--- config.mk ---
export PLATFORM = sky130hd
export DESIGN_NAME = beta_boot_ctrl
export DESIGN_NICKNAME = d
export VERILOG_FILES = /design/src/rtl/beta_boot_pkg.sv /design/src/rtl/beta_halt_detect.sv /design/src/rtl/beta_boot_ctrl.sv
export SDC_FILE = /design/constraint.sdc
export NUM_CORES = 1
export LEC_CHECK = 0
export CAP_MARGIN = 20
export CORE_AREA = 2 2 239 241
export DETAILED_ROUTE_END_ITERATION = 10
export DIE_AREA = 0 0 241 243
export PLACE_DENSITY_LB_ADDON = 0.25
export SETUP_SLACK_MARGIN = 0.4
export SYNTH_ARGS = -nofsm -noshare
export SYNTH_HDL_FRONTEND = slang
export SYNTH_SLANG_ARGS = --single-unit
export TNS_END_PERCENT = 50
--- constraint.sdc ---
create_clock -name clk -period 3.25 [get_ports clk]
set_clock_uncertainty 0.05 [all_clocks]
set_input_delay 0.65 -clock clk [delete_from_list [all_inputs] [get_ports clk]]
set_output_delay 0.65 -clock clk [all_outputs]
set_load 0.01 [all_outputs]
--- src/rtl/beta_boot_pkg.sv ---
// beta_boot_pkg: controller states and load-select encodings shared by the beta boot controller.
package beta_boot_pkg;
  typedef enum logic [2:0] {IDLE, LOAD, RUN, READBACK, DONE} state_t;
  localparam logic LD_SEL_IMEM = 1'b0;
  localparam logic LD_SEL_DMEM = 1'b1;
endpackage

--- src/rtl/beta_halt_detect.sv ---
// beta_halt_detect: flags halt once cpu_pc has matched its previous value HALT_STABLE cycles in a row.
module beta_halt_detect #(
  parameter int PC_W        = 32,
  parameter int HALT_STABLE = 4
) (
  input  logic            clk,
  input  logic            RESET_N,
  input  logic            clear,
  input  logic [PC_W-1:0] cpu_pc,
  output logic            halt
);
  localparam int CW = $clog2(HALT_STABLE);
  logic [PC_W-1:0] prev;
  logic [CW-1:0] cnt;
  logic seen, same;
  // the first sample after clear only primes prev; it is never compared
  assign same = seen && cpu_pc == prev;
  assign halt = same && cnt == CW'(HALT_STABLE - 1);
  always_ff @(posedge clk)
    if (!RESET_N || clear) begin
      seen <= 1'b0;
      prev <= '0;
      cnt  <= '0;
    end else begin
      seen <= 1'b1;
      prev <= cpu_pc;
      cnt  <= !same ? '0 : halt ? cnt : cnt + 1'b1;
    end
endmodule

--- src/rtl/beta_boot_ctrl.sv ---
// beta_boot_ctrl: load/run/readback sequencer around the unpipelined beta core and its memories.
// Defining BETA_BOOT_CYCLE_CNT_EN adds the saturating run_cycles output.
module beta_boot_ctrl
  import beta_boot_pkg::*;
#(
  parameter int DATA_W      = 128,
  parameter int INSTR_W     = 32,
  parameter int PC_W        = 32,
  parameter int IMEM_AW     = 8,
  parameter int DMEM_AW     = 4,
  parameter int HALT_STABLE = 4,
  parameter int TIMEOUT     = 1024,
  parameter int RB_BASE     = 0,
  parameter int RB_WORDS    = 2
) (
  input  logic               clk,
  input  logic               RESET_N,
  input  logic               start,
  input  logic               ld_valid,
  output logic               ld_ready,
  input  logic               ld_sel,
  input  logic               ld_last,
  input  logic [DATA_W-1:0]  ld_data,
  output logic               imem_we,
  output logic [IMEM_AW-1:0] imem_addr,
  output logic [INSTR_W-1:0] imem_wdata,
  output logic               dmem_we,
  output logic [DMEM_AW-1:0] dmem_addr,
  output logic [DATA_W-1:0]  dmem_wdata,
  input  logic [DATA_W-1:0]  dmem_rdata,
  output logic               cpu_reset,
  input  logic [PC_W-1:0]    cpu_pc,
  output logic               rb_valid,
  output logic [DMEM_AW-1:0] rb_idx,
  output logic [DATA_W-1:0]  rb_data,
  output logic               done,
  output logic               timeout,
  output logic               ld_ovf
`ifdef BETA_BOOT_CYCLE_CNT_EN
  ,
  output logic [15:0]        run_cycles
`endif
);
  localparam int TW = $clog2(TIMEOUT + 1);
  state_t state, nxt;
  // pointer MSB set means the memory is full: further words are dropped
  logic [IMEM_AW:0] iptr;
  logic [DMEM_AW:0] dptr, rb_cnt;
  logic [TW-1:0] run_cnt;
  logic [DMEM_AW-1:0] rb_addr;
  logic take, drop, expire, restart, halt;
  beta_halt_detect #(.PC_W(PC_W), .HALT_STABLE(HALT_STABLE)) u_halt (
    .clk(clk),
    .RESET_N(RESET_N),
    .clear(state != RUN),
    .cpu_pc(cpu_pc),
    .halt(halt)
  );
  always_ff @(posedge clk)
    if (!RESET_N) state <= IDLE;
    else state <= nxt;
  always_comb begin
    nxt        = state;
    restart    = (state == IDLE || state == DONE) && start;
    ld_ready   = state == LOAD;
    cpu_reset  = state != RUN;
    done       = state == DONE;
    take       = ld_ready && ld_valid;
    imem_we    = take && ld_sel == LD_SEL_IMEM && !iptr[IMEM_AW];
    dmem_we    = take && ld_sel == LD_SEL_DMEM && !dptr[DMEM_AW];
    drop       = take && (ld_sel == LD_SEL_IMEM ? iptr[IMEM_AW] : dptr[DMEM_AW]);
    imem_addr  = imem_we ? iptr[IMEM_AW-1:0] : '0;
    imem_wdata = imem_we ? ld_data[INSTR_W-1:0] : '0;
    dmem_wdata = dmem_we ? ld_data : '0;
    rb_addr    = DMEM_AW'(RB_BASE) + rb_cnt[DMEM_AW-1:0];
    dmem_addr  = state == LOAD ? dptr[DMEM_AW-1:0] : state == READBACK ? rb_addr : '0;
    rb_valid   = state == READBACK && rb_cnt != '0;
    rb_idx     = rb_valid ? DMEM_AW'(rb_cnt - 1'b1) : '0;
    rb_data    = rb_valid ? dmem_rdata : '0;
    expire     = run_cnt == TW'(TIMEOUT - 1);
    case (state)
      IDLE, DONE: nxt = start ? LOAD : state;
      LOAD:       nxt = take && ld_last ? RUN : LOAD;
      RUN:        nxt = halt || expire ? READBACK : RUN;
      READBACK:   nxt = rb_cnt == (DMEM_AW + 1)'(RB_WORDS) ? DONE : READBACK;
      default:    nxt = IDLE;
    endcase
  end
  always_ff @(posedge clk)
    if (!RESET_N || restart) begin
      iptr    <= '0;
      dptr    <= '0;
      rb_cnt  <= '0;
      run_cnt <= '0;
      timeout <= 1'b0;
      ld_ovf  <= 1'b0;
    end else begin
      if (imem_we) iptr <= iptr + 1'b1;
      if (dmem_we) dptr <= dptr + 1'b1;
      if (drop) ld_ovf <= 1'b1;
      if (state == RUN) run_cnt <= run_cnt + 1'b1;
      if (state == RUN && expire && !halt) timeout <= 1'b1;
      if (state == READBACK) rb_cnt <= rb_cnt + 1'b1;
    end
`ifdef BETA_BOOT_CYCLE_CNT_EN
  always_ff @(posedge clk)
    if (!RESET_N || restart) run_cycles <= '0;
    else if (state == RUN && run_cycles != 16'hFFFF) run_cycles <= run_cycles + 1'b1;
`endif
endmodule

==> key figures, run 1 <==
Setup path
  • Setup crit end kind: output pin
  • CP Data Required Time: between 2000 and 3000 ps
  • R2R depth: 5
  • Worst r2r dst: state[0]
  • Largest delay contributor family on the critical path: buffers and inverters
  • Critical-path maximum fanout: 14
  • Max incr delay on CP: between 500 and 600 ps
  • R2r startpoint: u_halt.prev[4]
  • CP max-delay cell: clkdlybuf4s50_1
  • Critical path class: reg -> out
  • Worst reg2reg setup slack: 1310 ps
  • CP bufs+invs: 4
  • Crit path DAT: between 2000 and 2500 ps
  • CP cell instances: inv_1, ha_1, nand2_4, buf_4, clkbuf_16, and3_1, clkdlybuf4s50_1
  • Setup crit start: rb_cnt[1]
  • Critical path depth: 7
  • Startpoint Class: flip-flop
  • Crit path capture: rb_data[118]

Run status
  • Status: completed

Detailed routing
  • Vias: 7,082
  • DR vias/cell: between 3 and 4
  • Antenna Nets Post-Route: 0
  • Number of remaining DRC errors: 0
  • Drt first pass iters: 4
  • DRT iter0 DRCs: around 210
  • WL/cell: 20.2 um
  • Routed WL: 41,000 um

Finish
  • Final nets: 1,569
  • Inserted Diodes: 0
  • Layout cells sized above 1: 0.0864
  • Footprint of the multi-input gates: approximately 3500 um^2
  • Register Area: roughly 1400 um^2
  • Layout fillers: 6,235
  • Final non-filler cell total: 2,029
  • Area grow syn2layout: 155%

Die
  • Die height: ~240 um
  • Initial core utilization: 0.0911
  • Full die area: approximately 59,000 um^2
  • Std cell rows: 87
  • Die width: 241 um
  • Ports: approximately 600
  • Core area: around 56,000 um^2

STA
  • Final period util: 0.916
  • Count of final hold-check violations: 0
  • Slew margin rel.: 0.573
  • RSZ-0062 raised after global routing: yes
  • Final setup fails: 0
  • Slew Limit Fails: 0
  • Fmax: around 0.34 GHz
  • Worst-Margin Slew: 640 ps
  • Min cycle time layout: about 3000 ps
  • Setup TNS Final: 0 ps

Synthesis
  • Mapped Avg Cell Area: roughly 7.7 um^2
  • Mapped Cells: 665
  • Ys async rst share: 0
  • Main synth FF type: dfxtp_1
  • Yosys top cell by area: dfxtp_1
  • Register area share after synthesis: 0.275
  • Yosys warns: 0
  • Mapped Nets: about 970
  • Post-synth cell types: slightly above 40
  • Flops & latches, synth: 70
  • Post-synth EDFFs: 0
  • Synth top cells by count: 173 x and2_1, 162 x and3_1, 70 x dfxtp_1
  • Mapped Area: slightly above 5000 um^2
  • Main area contributors after synthesis: dfxtp_1 27%, and2_1 21%, and3_1 20%
  • Top-count cell post-synth: and2_1
  • Post-synth top area share: 0.275

Power
  • Sequential Power Share: 0.329
  • Combinational power share: 0.260
  • Switching share of power: 0.233
  • Pint: between 2 and 2.5 mW
  • Clock power frac: 0.411
  • Switch Pwr: 613 uW
  • Pwr Density: 203 nW/um^2
  • LEAKAGE: 7.39 nW
  • Peak supply drop: 0.000231 V

Job
  • Max Cap Viol: 0

Clocking
  • Root Buffer: clkbuf_16
  • CTS Buf Count: 9
  • Clock Latency Late Sink: 330 ps
  • TritonCTS clock tree: yes
  • CTS H-tree lvls: 3
  • Worst-path clk slew: 60 ps
  • Longest Clk Path Bufs: 2
  • Clock sink count: 70
  • CTS Hold Bufs: 0

GRT
  • Gr usage total: 0.129
  • Total global routing overflow: 0
  • First-pass GRT wire length: roughly 54,000 um
  • Largest net degree at the start of global routing: approximately 60
  • Antenna violations before repair: 5
  • Vias in the first global route: 6,957

Placement
  • Placed insts: approximately 2,000
  • Placer Congestion: 0.958
  • Port buffer count: just over 600
  • HPWL after DPL: about 33,000 um

Worst hold path
  • Type of the worst min-delay path: reg -> reg
-- per-layer routing --
metal | global-route usage | part of all wire | vias to the layer above
li1 | - | - | 3429
met5 | 0 | 0 | -
met1 | 0.168 | 0.43 | 3336
met4 | 0.0133 | 0.0065 | 0
met2 | 0.229 | 0.49 | 296
met3 | 0.0202 | 0.079 | 21
-- what timing repair did --
action | in CTS | in global routing
endpoints found under the setup margin | 307 | 237
buffers inserted | 10 | 4
cloned | 8 | 3
resized for setup | 217 | 94
pin swaps | 2 | 2
-- layout make-up --
type,count,area share
Clock buffer,11,0.0187
Clock inverter,5,0.00635
Inverter,9,0.00260
Multi-Input combinational cell,525,0.266
Sequential cell,70,0.109
Tap cell,756,0.0728
Timing Repair Buffer,653,0.525
-- metrics by stage --
stage           util  cell area (um^2)  worst slack, ps  power (mW)  hold WS [ps]
6_report       0.232             13000              273        2.64           405
3_3_place_gp   0.217             12100            -45.5        1.57           394
4_1_cts        0.228             12700              195        2.70           412
3_5_place_dp   0.217             12100            -93.5        1.56           396
2_1_floorplan      -              5100             1050        1.03           400
5_1_grt        0.232             13000              161        2.78           443
-- state kept, by name (all words and copies together), names as in the netlist --
register / count
u_halt.prev: 32
run_cnt: 11
iptr: 9
dptr: 5
rb_cnt: 5
u_halt.seen: 1
ld_ovf: 1
timeout: 1
u_halt.cnt: 2
state: 3
-- logic make-up (layout without fill, tap and decap cells) --
logic type / after synthesis / count (layout) / synth area share
and+or+nand+nor: 434 / 434 / 0.514
AOI/OAI and AO/OA: 24 / 24 / 0.0314
xor gates and xnor gates: 55 / 55 / 0.0945
adders and majority gates: 7 / 7 / 0.0172
muxes: 5 / 5 / 0.0101
DFF: 70 / 70 / 0.275
buffers and inverters: 70 / 678 / 0.0581
-- cell usage in the layout (no fill, tap or decap), types with 7 or more instances in the layout --
master           synthesis  layout
dlymetal6s2s_1           0      77
dfxtp_1                 70      66
dlygate4sd2_1            0     137
and3_2                   0       7
ha_1                     7       7
nand4_1                 13      13
nand2_1                 12      10
nor4_1                   9       9
buf_4                    2      22
and3_1                 162     153
clkbuf_16                0      11
xnor2_1                 21      21
clkdlybuf4s50_1          0     366
and2_1                 173     173
buf_12                   0      12
xor2_1                  34      34
inv_1                    9       9
nor2_1                  38      38
nand3_1                  7       7
clkdlybuf4s15_2          0       9
a21oi_1                  9       9
-- worst min-delay path, stage by stage, from the launching register on --
cell and delay (ps):
dfxtp_1 310, inv_1 50, a21oi_1 50
-- worst min-delay path by stage --
stage | slack [ps] | startpoint | cells after the start | endpoint
finish | 410 | timeout | 2 | timeout
global placement | 390 | timeout | 2 | timeout
detailed placement | 400 | timeout | 2 | timeout
floorplan | 400 | dptr[4] | 2 | dptr[4]
global route | 440 | timeout | 2 | timeout
CTS | 410 | timeout | 2 | timeout
-- power by group through the flow --
stage / logic (mW) / registers, mW / clock network, mW
final: 0.685 / 0.868 / 1.08
after global routing: 0.736 / 0.868 / 1.17
after floorplan: 0.144 / 0.886 / 0
after CTS: 0.696 / 0.868 / 1.13
after global placement: 0.678 / 0.888 / 0
after detailed placement: 0.675 / 0.888 / 0
No activity file was read; power rests on OpenSTA's default activity.
==> inputs of run 2 (changes only) <==
--- a/config.mk
+++ b/config.mk
@@ -9,7 +9,7 @@
 export CORE_AREA = 2 2 239 241
 export DETAILED_ROUTE_END_ITERATION = 10
 export DIE_AREA = 0 0 241 243
-export PLACE_DENSITY_LB_ADDON = 0.25
+export PLACE_DENSITY_LB_ADDON = 0.08
 export SETUP_SLACK_MARGIN = 0.4
 export SYNTH_ARGS = -nofsm -noshare
 export SYNTH_HDL_FRONTEND = slang
==> key figures, run 2 (synthesis gave the netlist of run 1 again) <==
Run status
  • Status: completed

Finish
  • Layout cells sized above 1: 0.120 (+0.0333)
  • Area grow syn2layout: 159%
  • Biggest register: u_halt.prev
  • Layout fillers: 6,303 (+1.1%)
  • Most frequent cells in the layout: 355 x clkdlybuf4s50_1, 163 x and2_1, 162 x and3_1, 95 x dlygate4sd2_1, 88 x dlymetal6s2s_1
  • Commonest non-fill, non-tap cell in the layout: clkdlybuf4s50_1
  • Top flop regs: u_halt.prev (32), run_cnt (11), iptr (9)
  • Max reg flops: 32 (unchanged)
  • Final nets: 1,582 (+0.83%)
  • Register Area: 1410 um^2 (about the same)
  • Footprint of the multi-input gates: 3460 um^2 (+0.25%)

Setup path
  • CP max-delay cell: clkdlybuf4s50_1
  • Startpoint Class: flip-flop
  • R2r startpoint: state[2]
  • Critical-path maximum fanout: 23 (+9)
  • Largest delay contributor family on the critical path: buffers and inverters
  • Worst r2r dst: state[0]
  • CP bufs+invs: 3 (-1)
  • Max incr delay on CP: 560 ps (about the same)
  • Crit path DAT: 2170 ps (-110 ps)
  • CP Data Required Time: 2550 ps (about the same)
  • Setup crit end kind: output pin
  • Critical path class: reg -> out
  • R2R depth: 7 (+2)
  • Worst reg2reg setup slack: 1050 ps (-260 ps)
  • CP cell instances: and3b_4, buf_12, buf_16, and3_1, clkdlybuf4s50_1

Worst hold path
  • Min-Delay Endpoint: timeout
  • Min-delay src: timeout
  • Worst hold stages: 2 (unchanged)
  • Type of the worst min-delay path: reg -> reg

Detailed routing
  • Antenna Nets Post-Route: 0 (unchanged)
  • DR vias/cell: 3.49 (about the same)
  • Vias: 7,143 (+0.86%)
  • Number of remaining DRC errors: 0 (unchanged)
  • Drt first pass iters: 4 (unchanged)
  • DRT iter0 DRCs: 228 (+9.6%)
  • Routed WL: 47,600 um (+16%)
  • WL/cell: 23.2 um (+15%)

STA
  • RSZ-0062 raised after global routing: yes
  • Worst-Margin Slew: 510 ps (-130 ps)
  • Slew margin rel.: 0.659 (+0.0867)
  • Count of final hold-check violations: 0 (unchanged)
  • Final period util: 0.884 (-0.0325)
  • Fmax: 0.348 GHz (+3.7%)
  • Fin Hold WS: 406 ps (+0.925 ps)
  • Min cycle time layout: 2870 ps (-106 ps)
  • Final worst slack: 379 ps (+106 ps)
  • Final setup fails: 0 (unchanged)
  • Slew Limit Fails: 0 (unchanged)

Clocking
  • TritonCTS clock tree: yes
  • Clock Latency Late Sink: 340 ps (about the same)
  • Root Buffer: clkbuf_16
  • CTS Buf Count: 9 (unchanged)
  • CTS Hold Bufs: 0 (unchanged)
  • CTS H-tree lvls: 3 (unchanged)
  • Clock sink count: 70 (unchanged)
  • Worst-path clk slew: 60 ps (about the same)
  • Longest Clk Path Bufs: 2 (unchanged)

Placement
  • HPWL after DPL: 37,600 um (+14%)
  • DP Worst Slack: -93.4 ps (+0.148 ps)
  • Port buffer count: 605 (unchanged)
  • Placer Congestion: 0.838 (-13%)

Die
  • Die height: 243 um (unchanged)
  • Core area: 56,000 um^2 (unchanged)
  • Std cell rows: 87 (unchanged)
  • Die width: 241 um (unchanged)
  • Full die area: 58,600 um^2 (unchanged)
  • Ports: 606 (unchanged)
  • Initial core utilization: 0.0911 (unchanged)

GRT
  • Antenna violations before repair: 13 (+8)
  • Vias in the first global route: 7,512 (+8.0%)
  • First-pass GRT wire length: 61,400 um (+14%)
  • Largest net degree at the start of global routing: 51 (-16%)
  • Total global routing overflow: 0 (unchanged)
  • Gr usage total: 0.151 (+0.0220)

Power
  • Pwr Density: 199 nW/um^2 (-2.0%)
  • LEAKAGE: 7.60 nW (+2.9%)
  • Peak supply drop: 0.000245 V (+6.1%)

Job
  • Max Cap Viol: 0 (unchanged)
==> run 2: repair_timing <==
item	4_1_cts	5_1_grt
endpoints found under the setup margin	304	272
setup buffers	10	9
gates resized for setup	313	128
pin swaps	3	11
cloned	10	7
endpoints found under the hold margin	0	0
==> run 2: worst max path at each step <==
stage | start | cells after the start | endpoint
finish | state[2] | 5 | rb_data[24]
global route | rb_cnt[0] | 7 | rb_data[45]
CTS | state[2] | 4 | rb_data[90]
detailed placement | ld_sel | 5 | dmem_wdata[76]
global placement | ld_valid | 5 | dmem_wdata[76]
floorplan | state[2] | 6 | dmem_wdata[100]
==> run 2: area by class of cell <==
type	instances	share of cell area
flip-flops and latches	70	0.107
clock buffers	10	0.0181
clock inverters	6	0.00520
diodes	6	0.00114
repair buffers	666	0.533
well taps	756	0.0715
multi-input cells	525	0.262
inverters	9	0.00255
==> run 2: per-layer routing <==
layer | routed length (um) | track usage | vias to the layer above
met4 | 190 | 0.0218 | 6
met1 | 15900 | 0.138 | 3307
met5 | 41 | 0 | -
li1 | - | - | 3462
met3 | 6450 | 0.0936 | 26
met2 | 25000 | 0.284 | 342
==> run 2: where the power goes <==
group | switching, mW | internal [mW] | leakage [nW]
clock | 0.421 | 0.621 | 0.150
combinational | 0.235 | 0.483 | 6.89
sequential | 0.00496 | 0.863 | 0.566
total | 0.661 | 1.97 | 7.60
==> run 2: tightest hold or removal path, stage by stage, from the launching register on <==
cell	delay [ps]
dfxtp_1	310
inv_1	50
a21oi_1	50
==> run 2: through the flow <==
stage                     instance area, um^2  utilization  instances  TNS (ps)  total power, mW
after floorplan                          5100            -        665         0             1.03
after global placement                  12200        0.218       1990      -700             1.58
after detailed placement                12200        0.218       1990      -606             1.57
after CTS                               12700        0.227       2026         0             2.68
after global routing                    13200        0.236       2047         0             2.77
final                                   13200        0.236       2048         0             2.63
==> inputs of run 3 (changes only) <==
==> constraint.sdc (replaced) <==
create_clock -name clk -period 3.25 [get_ports clk]
set_clock_uncertainty 0.05 [all_clocks]
set_input_delay 0.65 -clock clk [delete_from_list [all_inputs] [get_ports clk]]
set_output_delay 0.65 -clock clk [all_outputs]
set_load 0.1 [all_outputs]
==> key figures, run 3 (synthesis gave the netlist of run 1 again) <==
Finish
  • Layout cells sized above 1: 0.439 (+0.319)
  • Most frequent cells in the layout: 310 x buf_12, 291 x clkdlybuf4s50_1, 159 x and3_1, 130 x and2_2, 66 x dfxtp_1
  • Inserted Diodes: 0 (-6)
  • Max reg flops: 32 (unchanged)
  • Commonest non-fill, non-tap cell in the layout: buf_12
  • Area grow syn2layout: 212%
  • Final non-filler cell total: 2,020 (-1.4%)
  • Top flop regs: u_halt.prev (32), run_cnt (11), iptr (9)
  • Final nets: 1,560 (-1.4%)
  • Biggest register: u_halt.prev
  • Layout fillers: 5,862 (-7.0%)

Setup path
  • CP Data Required Time: 2550 ps (about the same)
  • Setup crit end kind: output pin
  • Critical-path maximum fanout: 28 (+22%)
  • Startpoint Class: flip-flop
  • Crit path DAT: 2010 ps (-160 ps)
  • Critical path class: reg -> out

STA
  • Slew margin rel.: 0.596 (-0.0630)
  • Final setup fails: 0 (unchanged)
  • Count of final hold-check violations: 0 (unchanged)
  • Slew Limit Fails: 0 (unchanged)
  • Final period util: 0.835 (-0.0483)
  • Min cycle time layout: 2710 ps (-157 ps)
  • Setup TNS Final: 0 ps (unchanged)
  • Fmax: 0.368 GHz (+5.8%)
  • Worst-Margin Slew: 605 ps (+95.7 ps)
  • RSZ-0062 raised after global routing: no

Placement
  • Placer Congestion: 0.848 (+1.2%)
  • Port buffer count: 605 (unchanged)
  • HPWL after DPL: 36,500 um (-2.8%)
  • Placed insts: 1,992 (+0.10%)

Power
  • Combinational power share: 0.375 (+0.102)
  • Switch Pwr: 1.02 mW (+54%)
  • Pwr Density: 198 nW/um^2 (-0.18%)
  • Switching share of power: 0.323 (+0.0716)
  • Peak supply drop: 0.000169 V (-31%)
  • Pint: 2.14 mW (+8.6%)
  • Clock power frac: 0.348 (-0.048)
  • Sequential Power Share: 0.276 (-0.054)
  • LEAKAGE: 6.76 nW (-11%)

Detailed routing
  • Met1 WL: 16,000 um (+0.24%)
  • Uppermost layer routed: met4
  • Antenna Nets Post-Route: 0 (unchanged)
  • DRT iter0 DRCs: 210 (-7.9%)
  • Routed wl met2: 22,800 um (-8.6%)
  • Drt first pass iters: 4 (unchanged)
  • Number of remaining DRC errors: 0 (unchanged)
  • Met3 WL: 3670 um (-43%)
  • Routed WL: 42,600 um (-10%)
  • WL/cell: 21.1 um (-9.2%)
  • Vias: 6,856 (-4.0%)
  • DR vias/cell: 3.39 (-2.7%)

Clocking
  • TritonCTS clock tree: yes
  • Worst-path clk slew: 60 ps (about the same)
  • CTS Buf Count: 9 (unchanged)
  • Clock Latency Late Sink: 340 ps (about the same)
  • Clock sink count: 70 (unchanged)
  • CTS H-tree lvls: 3 (unchanged)
  • Root Buffer: clkbuf_16
  • CTS Hold Bufs: 0 (unchanged)
  • Longest Clk Path Bufs: 2 (unchanged)

Die
  • Die height: 243 um (unchanged)
  • Initial core utilization: 0.0911 (unchanged)
  • Ports: 606 (unchanged)
  • Die width: 241 um (unchanged)
  • Full die area: 58,600 um^2 (unchanged)
  • Core area: 56,000 um^2 (unchanged)
  • Std cell rows: 87 (unchanged)

GRT
  • Antenna violations before repair: 0 (-13)
  • Largest net degree at the start of global routing: 61 (+20%)
  • Gr usage total: 0.139 (-0.0119)
  • First-pass GRT wire length: 57,900 um (-5.7%)
  • Total global routing overflow: 0 (unchanged)
  • Vias in the first global route: 7,067 (-5.9%)

Run status
  • Status: completed

Worst hold path
  • Type of the worst min-delay path: reg -> reg

Job
  • Max Cap Viol: 0 (unchanged)
-- run 3: cell types whose count changed in the layout (fill, tap and decap cells not counted), sizes merged, moves of 6 or more --
cell | before | now
diode | 6 | 0
buf | 92 | 348
dlygate4sd2 | 95 | 2
dlymetal6s2s | 88 | 0
clkdlybuf4s15 | 23 | 0
clkdlybuf4s50 | 355 | 291
clkbuf | 20 | 9
-- run 3: worst paths after layout --
path / start / end / slack (ps) / depth (start not counted)
worst max-delay path: state[2] / dmem_wdata[90] / 540 / 5
worst min-delay path: timeout / timeout / 400 / 2
worst max register to register: state[1] / state[0] / 1210 / 5
worst min register to register: timeout / timeout / 400 / 2
-- run 3: cell type report --
cell class | instances | area, um^2 | share of cell area
repair buffers | 642 | 9490 | 0.596
multi-input cells | 527 | 3710 | 0.233
flip-flops and latches | 70 | 1410 | 0.0885
well taps | 756 | 946 | 0.0594
clock buffers | 9 | 225 | 0.0142
clock inverters | 7 | 103 | 0.00645
inverters | 9 | 33.8 | 0.00212
-- run 3: routing by layer --
layer,vias up,global-route usage
met4,0,0.0111
met2,262,0.266
li1,3416,-
met5,-,0
met1,3169,0.152
met3,9,0.0451
-- run 3: worst max-delay path: stages (launching register included) --
cell and delay [ps]:
dfxtp_2 410, nor3b_4 210, and4b_4 350, bufbuf_16 340, and2_2 180, buf_12 170
-- run 3: metrics by stage --
| stage | utilization | power [mW] | area (um^2) | worst slack [ps] | hold WS, ps |
|---|---|---|---|---|---|
| 4_1_cts | 0.283 | 3.21 | 15900 | 350 | 408 |
| 2_1_floorplan | - | 1.41 | 5410 | 73.4 | 400 |
| 3_5_place_dp | 0.275 | 2.07 | 15400 | 231 | 399 |
| 6_report | 0.284 | 3.16 | 15900 | 536 | 399 |
| 3_3_place_gp | 0.275 | 2.07 | 15400 | 231 | 404 |
| 5_1_grt | 0.284 | 3.29 | 15900 | 402 | 432 |
-- run 3: timing repair --
| item | CTS | global route |
|---|---|---|
| setup buffers | 3 | 5 |
| cloned | 3 | 1 |
| resized for setup | 11 | 6 |
| pin swaps | 1 | 1 |
| setup endpoints to repair | 210 | 189 |
-- run 3: power by group through the flow --
| stage | logic [mW] | clock network (mW) | registers, mW |
|---|---|---|---|
| 3_3_place_gp | 1.18 | 0 | 0.888 |
| 3_5_place_dp | 1.18 | 0 | 0.888 |
| 4_1_cts | 1.20 | 1.14 | 0.872 |
| 2_1_floorplan | 0.525 | 0 | 0.887 |
| 5_1_grt | 1.24 | 1.17 | 0.872 |
| 6_report | 1.19 | 1.10 | 0.871 |
